$ cat src/rtl/uart_autobaud_if.sv
// Control/status bundle between the register block, the RX line and the
// baud-rate detector.
interface uart_autobaud_if;
  logic        start;
  logic        abort;
  logic        rx;
  logic [15:0] cfg_div;
  logic        cfg_update;
  logic        busy;
  logic        done;
  logic        error;
  logic [1:0]  err_code;

  modport master (
    output start, abort, rx,
    input  cfg_div, cfg_update, busy, done, error, err_code
  );

  modport slave (
    input  start, abort, rx,
    output cfg_div, cfg_update, busy, done, error, err_code
  );
endinterface

$ cat src/rtl/uart_autobaud.sv
// Automatic baud-rate detector: times a 0x55 sync character on rx and
// programs the baud generator divider as round(T/8) - 1.
module uart_autobaud #(
  parameter logic [15:0] DEFAULT_DIV    = 16'd867,
  parameter logic [15:0] MIN_DIV        = 16'd16,
  parameter logic [31:0] TIMEOUT_CYCLES = 32'd100_000_000,
  parameter int unsigned TOL_SHIFT      = 2,
  parameter int unsigned CNT_W          = 19
) (
  input  logic           clk,
  input  logic           rst_n,
  uart_autobaud_if.slave bus
);

  localparam int unsigned QW = CNT_W - 2;
  localparam logic [CNT_W-1:0] CNT_MAX = '1;

  typedef enum logic [2:0] {IDLE, ARM, WAIT_FALL, MEASURE, CALC} state_t;

  state_t             state, state_d;
  logic               rx_q;
  logic               fall;
  logic [31:0]        tmo, tmo_d;
  logic [CNT_W-1:0]   total, total_d;
  logic [CNT_W-1:0]   ivl, ivl_d;
  logic [CNT_W-1:0]   i1, i1_d;
  logic [CNT_W-1:0]   ik, diff;
  logic [2:0]         edge_cnt, edge_cnt_d;
  logic [CNT_W:0]     sum;
  logic [QW-1:0]      q;
  logic               fail;
  logic [1:0]         fail_code;

  logic [15:0]        cfg_div_r, cfg_div_d;
  logic               cfg_update_r, cfg_update_d;
  logic               busy_r, busy_d;
  logic               done_r, done_d;
  logic               error_r, error_d;
  logic [1:0]         err_code_r, err_code_d;

  assign fall = rx_q & ~bus.rx;
  assign ik   = CNT_W'(ivl + 1'b1);
  assign diff = (ik > i1) ? CNT_W'(ik - i1) : CNT_W'(i1 - ik);
  assign sum  = (CNT_W+1)'(total) + (CNT_W+1)'(4);
  assign q    = QW'(sum >> 3);

  // State and datapath registers
  always_ff @(posedge clk) begin
    if (!rst_n) begin
      state        <= IDLE;
      rx_q         <= 1'b1;
      tmo          <= '0;
      total        <= '0;
      ivl          <= '0;
      i1           <= '0;
      edge_cnt     <= '0;
      cfg_div_r    <= DEFAULT_DIV;
      cfg_update_r <= 1'b0;
      busy_r       <= 1'b0;
      done_r       <= 1'b0;
      error_r      <= 1'b0;
      err_code_r   <= 2'd0;
    end else begin
      state        <= state_d;
      rx_q         <= bus.rx;
      tmo          <= tmo_d;
      total        <= total_d;
      ivl          <= ivl_d;
      i1           <= i1_d;
      edge_cnt     <= edge_cnt_d;
      cfg_div_r    <= cfg_div_d;
      cfg_update_r <= cfg_update_d;
      busy_r       <= busy_d;
      done_r       <= done_d;
      error_r      <= error_d;
      err_code_r   <= err_code_d;
    end
  end

  // Next-state and next-output logic
  always_comb begin
    state_d      = state;
    tmo_d        = tmo;
    total_d      = total;
    ivl_d        = ivl;
    i1_d         = i1;
    edge_cnt_d   = edge_cnt;
    cfg_div_d    = cfg_div_r;
    err_code_d   = err_code_r;
    cfg_update_d = 1'b0;
    done_d       = 1'b0;
    error_d      = 1'b0;
    fail         = 1'b0;
    fail_code    = 2'd0;

    unique case (state)
      IDLE: begin
        if (bus.start) begin
          state_d = ARM;
          tmo_d   = '0;
        end
      end
      ARM, WAIT_FALL: begin
        if ((TIMEOUT_CYCLES != 32'd0) && (tmo == TIMEOUT_CYCLES)) begin
          fail      = 1'b1;
          fail_code = 2'd0;
        end else begin
          tmo_d = tmo + 32'd1;
          if (state == ARM) begin
            if (bus.rx) state_d = WAIT_FALL;
          end else if (fall) begin
            state_d    = MEASURE;
            total_d    = '0;
            ivl_d      = '0;
            edge_cnt_d = 3'd1;
          end
        end
      end
      MEASURE: begin
        if ((total == CNT_MAX) || (ivl == CNT_MAX)) begin
          fail      = 1'b1;
          fail_code = 2'd1;
        end else begin
          total_d = CNT_W'(total + 1'b1);
          ivl_d   = CNT_W'(ivl + 1'b1);
          if (fall) begin
            edge_cnt_d = edge_cnt + 3'd1;
            ivl_d      = '0;
            if (edge_cnt == 3'd1) begin
              i1_d = ik;
            end else if (diff > (i1 >> TOL_SHIFT)) begin
              fail      = 1'b1;
              fail_code = 2'd2;
            end else if (edge_cnt == 3'd4) begin
              state_d = CALC;
            end
          end
        end
      end
      CALC: begin
        if (32'(q) > 32'd65536) begin
          fail      = 1'b1;
          fail_code = 2'd1;
        end else if (32'(q) < (32'(MIN_DIV) + 32'd1)) begin
          fail      = 1'b1;
          fail_code = 2'd3;
        end else begin
          cfg_div_d    = 16'(q - 1'b1);
          cfg_update_d = 1'b1;
          done_d       = 1'b1;
          state_d      = IDLE;
        end
      end
      default: state_d = IDLE;
    endcase

    if (fail) begin
      state_d    = IDLE;
      error_d    = 1'b1;
      err_code_d = fail_code;
    end

    // Abort wins over start, completion and failure alike
    if (bus.abort) begin
      state_d      = IDLE;
      cfg_div_d    = cfg_div_r;
      err_code_d   = err_code_r;
      cfg_update_d = 1'b0;
      done_d       = 1'b0;
      error_d      = 1'b0;
    end

    busy_d = (state_d != IDLE);
  end

  assign bus.cfg_div    = cfg_div_r;
  assign bus.cfg_update = cfg_update_r;
  assign bus.busy       = busy_r;
  assign bus.done       = done_r;
  assign bus.error      = error_r;
  assign bus.err_code   = err_code_r;

endmodule

$ cat src/flat_wrapper.sv
// flat-port wrapper written by rule: the top's interface ports become plain ports
module uart_autobaud_flat 
#(
  parameter logic [15:0] DEFAULT_DIV    = 16'd867,
  parameter logic [15:0] MIN_DIV        = 16'd16,
  parameter logic [31:0] TIMEOUT_CYCLES = 32'd100_000_000,
  parameter int unsigned TOL_SHIFT      = 2,
  parameter int unsigned CNT_W          = 19
)
  (clk, rst_n, bus_start, bus_abort, bus_rx, bus_cfg_div, bus_cfg_update, bus_busy, bus_done, bus_error, bus_err_code);
  uart_autobaud_if bus_i ();
  input  logic clk;
  input  logic rst_n;
  input wire logic [$bits(bus_i.start)-1:0] bus_start;
  input wire logic [$bits(bus_i.abort)-1:0] bus_abort;
  input wire logic [$bits(bus_i.rx)-1:0] bus_rx;
  output wire logic [$bits(bus_i.cfg_div)-1:0] bus_cfg_div;
  output wire logic [$bits(bus_i.cfg_update)-1:0] bus_cfg_update;
  output wire logic [$bits(bus_i.busy)-1:0] bus_busy;
  output wire logic [$bits(bus_i.done)-1:0] bus_done;
  output wire logic [$bits(bus_i.error)-1:0] bus_error;
  output wire logic [$bits(bus_i.err_code)-1:0] bus_err_code;
  assign bus_i.start = bus_start;
  assign bus_i.abort = bus_abort;
  assign bus_i.rx = bus_rx;
  assign bus_cfg_div = bus_i.cfg_div;
  assign bus_cfg_update = bus_i.cfg_update;
  assign bus_busy = bus_i.busy;
  assign bus_done = bus_i.done;
  assign bus_error = bus_i.error;
  assign bus_err_code = bus_i.err_code;
  uart_autobaud #(.DEFAULT_DIV(DEFAULT_DIV), .MIN_DIV(MIN_DIV), .TIMEOUT_CYCLES(TIMEOUT_CYCLES), .TOL_SHIFT(TOL_SHIFT), .CNT_W(CNT_W)) u_core (.clk(clk), .rst_n(rst_n), .bus(bus_i));
endmodule
$ cat config.mk
export PLATFORM = sky130hd
export DESIGN_NAME = uart_autobaud_flat
export DESIGN_NICKNAME = d
export VERILOG_FILES = /design/src/rtl/uart_autobaud_if.sv /design/src/rtl/uart_autobaud.sv /design/src/flat_wrapper.sv
export SDC_FILE = /design/constraint.sdc
export NUM_CORES = 1
export LEC_CHECK = 0
export BUFFER_PORTS_ARGS = -buffer_cell sky130_fd_sc_hd__buf_2
export CAP_MARGIN = 5
export CORE_MARGIN = 5
export CORE_UTILIZATION = 44
export DETAILED_ROUTE_END_ITERATION = 7
export SYNTH_ARGS = -nofsm -noshare
export SYNTH_HDL_FRONTEND = slang
export SYNTH_SLANG_ARGS = --single-unit
$ cat constraint.sdc
create_clock -name clk -period 7.2 [get_ports clk]
set_input_delay 1.44 -clock clk [delete_from_list [all_inputs] [get_ports clk]]
set_output_delay 1.44 -clock clk [all_outputs]
set_load 0.005 [all_outputs]
==> Word level (Yosys, flattened, before mapping) <==
Index checks and enable logic that the tools add are counted.
{ "word_totals": {"output_inout_bits": 22, "in_bits": 5, "register_bits": 117, "word_cells": 111} }
{ "op_classes": {"n_bitwise": 8, "n_lt_le_gt_ge": 4, "n_eq_ne": 15, "n_reduce_logical": 14, "n_mux": 50, "addsub": 8} }
{ "ops": {"columns": ["operator", "n"], "rows": [
  ["19-bit two-way mux", 7],
  ["19-bit case mux with 2 select lines", 2],
  ["32-bit two-way mux", 2],
  ["32-bit case mux with 2 select lines", 1],
  ["3-bit two-way mux", 19],
  ["19-bit by 1-bit adder with 19-bit output (second input constant)", 2],
  ["19-bit == test (second input constant)", 2],
  ["19-bit subtractor", 2],
  ["32-bit by 1-bit adder with 32-bit output (second input constant)", 1],
  ["32-bit by 27-bit == test with 1-bit output (second input constant)", 1],
  ["19-bit by 3-bit adder with 20-bit output (second input constant)", 1],
  ["19-bit by 17-bit greater-than comparator with 1-bit output", 1],
  ["19-bit greater-than comparator", 1],
  ["17-bit greater-than comparator (second input constant)", 1],
  ["17-bit by 5-bit less-than comparator with 1-bit output (second input constant)", 1],
  ["16-bit by 1-bit subtractor with 16-bit output (second input constant)", 1],
  ["2-bit two-way mux", 6],
  ["3-bit case mux with 4 select lines", 1],
  ["1-bit two-way mux", 9],
  ["2-bit != test (second input constant)", 4],
  ["4-bit AND reduction", 2],
  ["1-bit NOT", 7],
  ["3-bit by 1-bit == test with 1-bit output (second input constant)", 2],
  ["3-bit by 2-bit == test with 1-bit output (second input constant)", 2],
  ["17 further kinds", 21]
]} }

==> Logic depth before layout (Yosys ltp) <==
{ "logic_depth": {"word_depth": 12, "ltp_mapped": 31, "ltp_nobuf": 30} }

==> Least setup slack after synthesis <==
OpenSTA, ideal clock, no wires.
{ "synth_path": {"path_type": "register -> register", "from": "register u_core.ivl[0]", "to": "register u_core.state[0]", "path_slack_ps": 689, "period_less_slack_ps": 6511, "t_required_ps": 7085, "stages_incl_launch_ff": 32, "setup_time_ps": 115, "n_path_buf": 1, "t_arrival_ps": 6395, "cell_sequence": "dfxtp_1 -> nand3_1 -> nor2_1 -> and3_1 -> nand2_1 -> nor2_1 -> nand3_1 -> xor2_1 -> inv_1 -> ha_1 -> buf_2 -> o21ai_0 -> a21oi_1 -> nor3_1 -> a211oi_4 -> mux2_4 -> a31o_1 -> a31o_4 -> a31oi_4 -> o21ai_1 -> xnor2_1 -> ha_1 -> and4_1 -> nand3_1 -> or4_1 -> o21ai_0 -> nand3_2 -> a211oi_1 -> a31oi_1 -> or4_4 -> a21oi_1 -> nor2b_1"} }
{ "synth_between": {"elab_chain_len": 11, "word_cells_on_any_way": 20, "classes_between": "add/sub: 3; order compare: 2; eq/ne: 1; mux: 13; reduce/logical: 1"} }
{ "synth_lines": {"columns": ["element", "line", "rtl"], "rows": [
  ["start: declaration", "uart_autobaud.sv:25", "logic [CNT_W-1:0] ivl, ivl_d;"],
  ["start signal: assignment", "uart_autobaud.sv:68", "ivl <= ivl_d;"],
  ["19-bit by 1-bit adder with 19-bit output (*)", "uart_autobaud.sv:42", "assign ik = CNT_W'(ivl + 1'b1);"],
  ["via u_core.ik[17]", "uart_autobaud.sv:27", "logic [CNT_W-1:0] ik, diff;"],
  ["19-bit subtractor / 19-bit greater-than comparator (equally long branches)", "uart_autobaud.sv:43", "assign diff = (ik > i1) ? CNT_W'(ik - i1) : CNT_W'(i1 - ik);"],
  ["19-bit two-way mux (*)", "uart_autobaud.sv:43", null],
  ["19-bit by 17-bit greater-than comparator with 1-bit output (*)", "uart_autobaud.sv:131", "end else if (diff > (i1 >> TOL_SHIFT)) begin"],
  ["3-bit two-way mux / 1-bit two-way mux (equally long branches)", "uart_autobaud.sv:131", null],
  ["3-bit two-way mux / 1-bit two-way mux (equally long branches)", "uart_autobaud.sv:129", "if (edge_cnt == 3'd1) begin"],
  ["3-bit two-way mux / 1-bit two-way mux (equally long branches)", "uart_autobaud.sv:126", "if (fall) begin"],
  ["3-bit two-way mux / 1-bit two-way mux (equally long branches)", "uart_autobaud.sv:120", "if ((total == CNT_MAX) || (ivl == CNT_MAX)) begin"],
  ["3-bit case mux with 4 select lines / 1-bit case mux with 3 select lines (equally long branches)", "uart_autobaud.sv:96", "unique case (state)"],
  ["3-bit two-way mux (*)", "uart_autobaud.sv:157", "if (fail) begin"],
  ["3-bit two-way mux (*)", "uart_autobaud.sv:164", "if (bus.abort) begin"],
  ["end signal: assignment", "uart_autobaud.sv:64", "state <= state_d;"],
  ["end: declaration", "uart_autobaud.sv:20", "state_t state, state_d;"]
]} }
Mark *: on every way through the listed nets, which the timed path passes. The rest lies on a longest branch.
A chain may end at the register's enable or synchronous reset.

==> Final worst setup path <==
{ "layout_path": {"from": "register u_core.ivl[0]", "to": "register u_core.state[1]"} }
Same word-level chain as after synthesis.

==> reports/qor.txt <==
outcome: finished clean
ys async rst share: 0%
post-synthesis mux area share: 2.26%
initial antenna violation count: 0
setup slack after layout: 298 ps
Worst VDD drop: 132 uV
Synth area leaders: dfxtp_1 28%, ha_1 9.3%, xnor2_1 5.7%, nor2_1 5.5%, a21oi_1 4.5%
Yosys top cell area share: 27.6%
Worst Setup SP: u_core.ivl[0]
max-cap violation count: 0
drt pass-1 iters: 5
Die ar.: 22,200 um2
vias per std cell: 5.41
postcts setup bufs: 0
r2r endpoint: u_core.state[1]
crit-path max FO: 8
number of global-route vias before repair: 6,900
Rel. slew slack: 28.3%
critical path's slowest cell: or4_4
Horiz. Die Dim: 149 um
Nets: 1,129
part of the cycle the worst path needs: 95.9%
ANT cells: 0
Ys Warns: 0
via count: 7,212
# IOs: 27
first-pass GRT wire length: 33,600 um
WP data required: 7500 ps
Final Skew: 11.5 ps
power density cells: 157 nW/um2
Cells after Synth: 1,061
Final min period: 6900 ps
CTS tree: done
# hold bufs at CTS: 0
Gates resized, CTS repair: 0
Final Setup Violations: 0
Synth Flop Type: dfxtp_1
fin util: 49.3%
post-synth top area cell: dfxtp_1
detailed-route wire length: 19,800 um
Max Slew Vio Count: 0
Setup WS pre-CTS: 239 ps
r2r startpoint: u_core.ivl[0]
GR Util All Layers: 18.1%
combinational family with the most area after synthesis: simple AND/OR/NAND/NOR gates
CTS buffer count: 17
Synth Cell Area: 8480 um2
WP data arrival: 7200 ps
Worst-Margin Slew: 1070 ps
clk_lat worst skew: 420 ps
DRT antenna net count: 0
clock root cell: clkbuf_16
flop2flop setup slack: 300 ps
WL/cell: 14.8 um
Reg2Reg Depth: 29
Leakage: 3.70 nW
Fin. Hold Viols: 0
Final HPWL DP: 14,900 um
CTS clk-pin slew, worst paths: 60 ps
Startpoint Class: register
WP buf/inv: 1
most frequent cells after synthesis: 125 x nor2_1, 117 x dfxtp_1, 87 x nand2_1
Syn Nets: 1,131
Seq/Total Area, Yosys: 27.6%
Syn Area/Cell: 8.00 um2
Hold Path Class: register to register
setup TNS: 0 ps
FF+latch count, synth: 117
CP endpoint kind: register
compound-cell area share of the yosys netlist: 18.1%
routability cong.: 0.902
share of cells above drive strength 1: 12.7%
H-tree Lvls: 4
Max Fclk: 0.145 GHz
Clock Path Buffers: 2
count leader, synth: nor2_1
area share of fa/ha/maj cells after synthesis: 9.76%
CP Capture Point: u_core.state[1]
total grt overflow: 0
FP Rows: 50
P&R area growth vs syn: 9.34%
number of enable flip-flop cells after synthesis: 0
number of remaining DRC errors: 0
core area: 18,800 um2
Simple-Gate Fraction of Synth Area: 25.4%
post-synthesis xor/xnor area fraction: 10.2%
die height: 149 um
IO buf count: 26
WP depth: 29
Tot Pwr: 0.00146 W
Initial Util: 45.0%
largest net degree at the start of global routing: 56
DRT iter0 DRCs: 364
final hold slack: 459 ps
clock sink count: 117
Top delay family on crit path: simple AND/OR/NAND/NOR gates
post-synth cell types: 84
Crit path largest cell delay: 570 ps
RSZ-0062 raised after global routing: no
critical path class: register to register
metrics by stage:
| stage | cell area (um2) | std cells |
|---|---|---|
| floorplan | 8480 | 1061 |
| global placement | 8670 | 1300 |
| detailed placement | 8670 | 1300 |
| CTS | 9220 | 1332 |
| global route | 9280 | 1332 |
| finish | 9280 | 1332 |
kinds of logic after synthesis:
family / after synthesis
and+or+nand+nor: 413
xor gates and xnor gates: 99
AOI/OAI and AO/OA: 234
buffers and inverters: 115
adders and majority gates: 65
DFF: 117
muxes: 18
sequential cells by signal (all words and copies together), names as in the netlist:
name                 flops
u_core.bus.busy          1
u_core.bus.cfg_div      16
u_core.bus.done          1
u_core.bus.err_code      2
u_core.bus.error         1
u_core.edge_cnt          3
u_core.i1               19
u_core.ivl              19
u_core.rx_q              1
u_core.state             3
u_core.tmo              32
u_core.total            19
layer usage:
| metal | track usage [%] | part of all wire, % |
|---|---|---|
| met1 | 24.6 | 50 |
| met2 | 29.7 | 46 |
| met3 | 3.19 | 2.5 |
| met4 | 5.22 | 1.4 |
| met5 | 0 | 0 |
area by class of cell:
cell class / count / area [um2]
clock inverters: 13 / 109
repair buffers: 36 / 209
well taps: 260 / 325
fillers: 1865 / 9560
multi-input cells: 829 / 5630
flip-flops and latches: 117 / 2340
clock buffers: 19 / 443
inverters: 58 / 218
worst reg2reg max path, delay by kind of cell (launching register included):
| kind | cells | cell delay [ps] |
|---|---|---|
| flip-flops | 1 | 380 |
| adder cells (fa/ha/maj) | 3 | 920 |
| AND/OR/NAND/NOR | 11 | 2850 |
| multiplexers | 1 | 330 |
| AO/OA/AOI/OAI | 11 | 1880 |
| XOR/XNOR | 2 | 350 |
| buffers and inverters | 1 | 90 |
power by group:
group          internal, W  leakage (nW)  switching (W)
sequential        0.000649         0.943     0.00000144
combinational   0.00000635          2.50      0.0000204
clock             0.000480         0.257       0.000303
placed cells by master, fill, tap and decap left out, types with 5 or more instances in the layout:
master | synthesis | final
a211oi_1 | 25 | 25
a21o_1 | 7 | 7
a21oi_1 | 77 | 76
a21oi_2 | 8 | 9
a31oi_1 | 10 | 10
and2_1 | 9 | 9
and3_1 | 16 | 16
and4_1 | 9 | 9
buf_2 | 17 | 26
buf_4 | 8 | 9
clkbuf_16 | 0 | 17
clkinv_2 | 0 | 5
clkinvlp_4 | 0 | 6
dfxtp_1 | 117 | 116
ha_1 | 63 | 57
ha_2 | 0 | 6
inv_1 | 57 | 57
mux2_2 | 5 | 5
mux2i_1 | 12 | 12
nand2_1 | 87 | 87
nand2b_1 | 8 | 8
nand3_1 | 32 | 32
nand3b_1 | 7 | 7
nand4_1 | 16 | 16
nor2_1 | 125 | 123
nor2_2 | 7 | 8
nor2_4 | 7 | 8
nor2b_1 | 6 | 6
nor3_1 | 25 | 24
nor4_1 | 10 | 10
o211ai_1 | 11 | 11
o21ai_0 | 44 | 43
o21ai_1 | 6 | 7
or3_1 | 15 | 15
xnor2_1 | 55 | 54
xor2_1 | 44 | 43
how the worst min path moves through the flow:
stage                     cells after the start                endpoint                   start
after CTS                                     2  u_core.bus.err_code[0]  u_core.bus.err_code[0]
final                                         2  u_core.bus.err_code[0]  u_core.bus.err_code[0]
after detailed placement                      2  u_core.bus.err_code[0]  u_core.bus.err_code[0]
after global placement                        2  u_core.bus.err_code[0]  u_core.bus.err_code[0]
after global routing                          2   u_core.bus.cfg_div[1]   u_core.bus.cfg_div[1]
after floorplan                               2  u_core.bus.err_code[0]  u_core.bus.err_code[0]
Note: power is estimated with default switching activity, not from simulation.
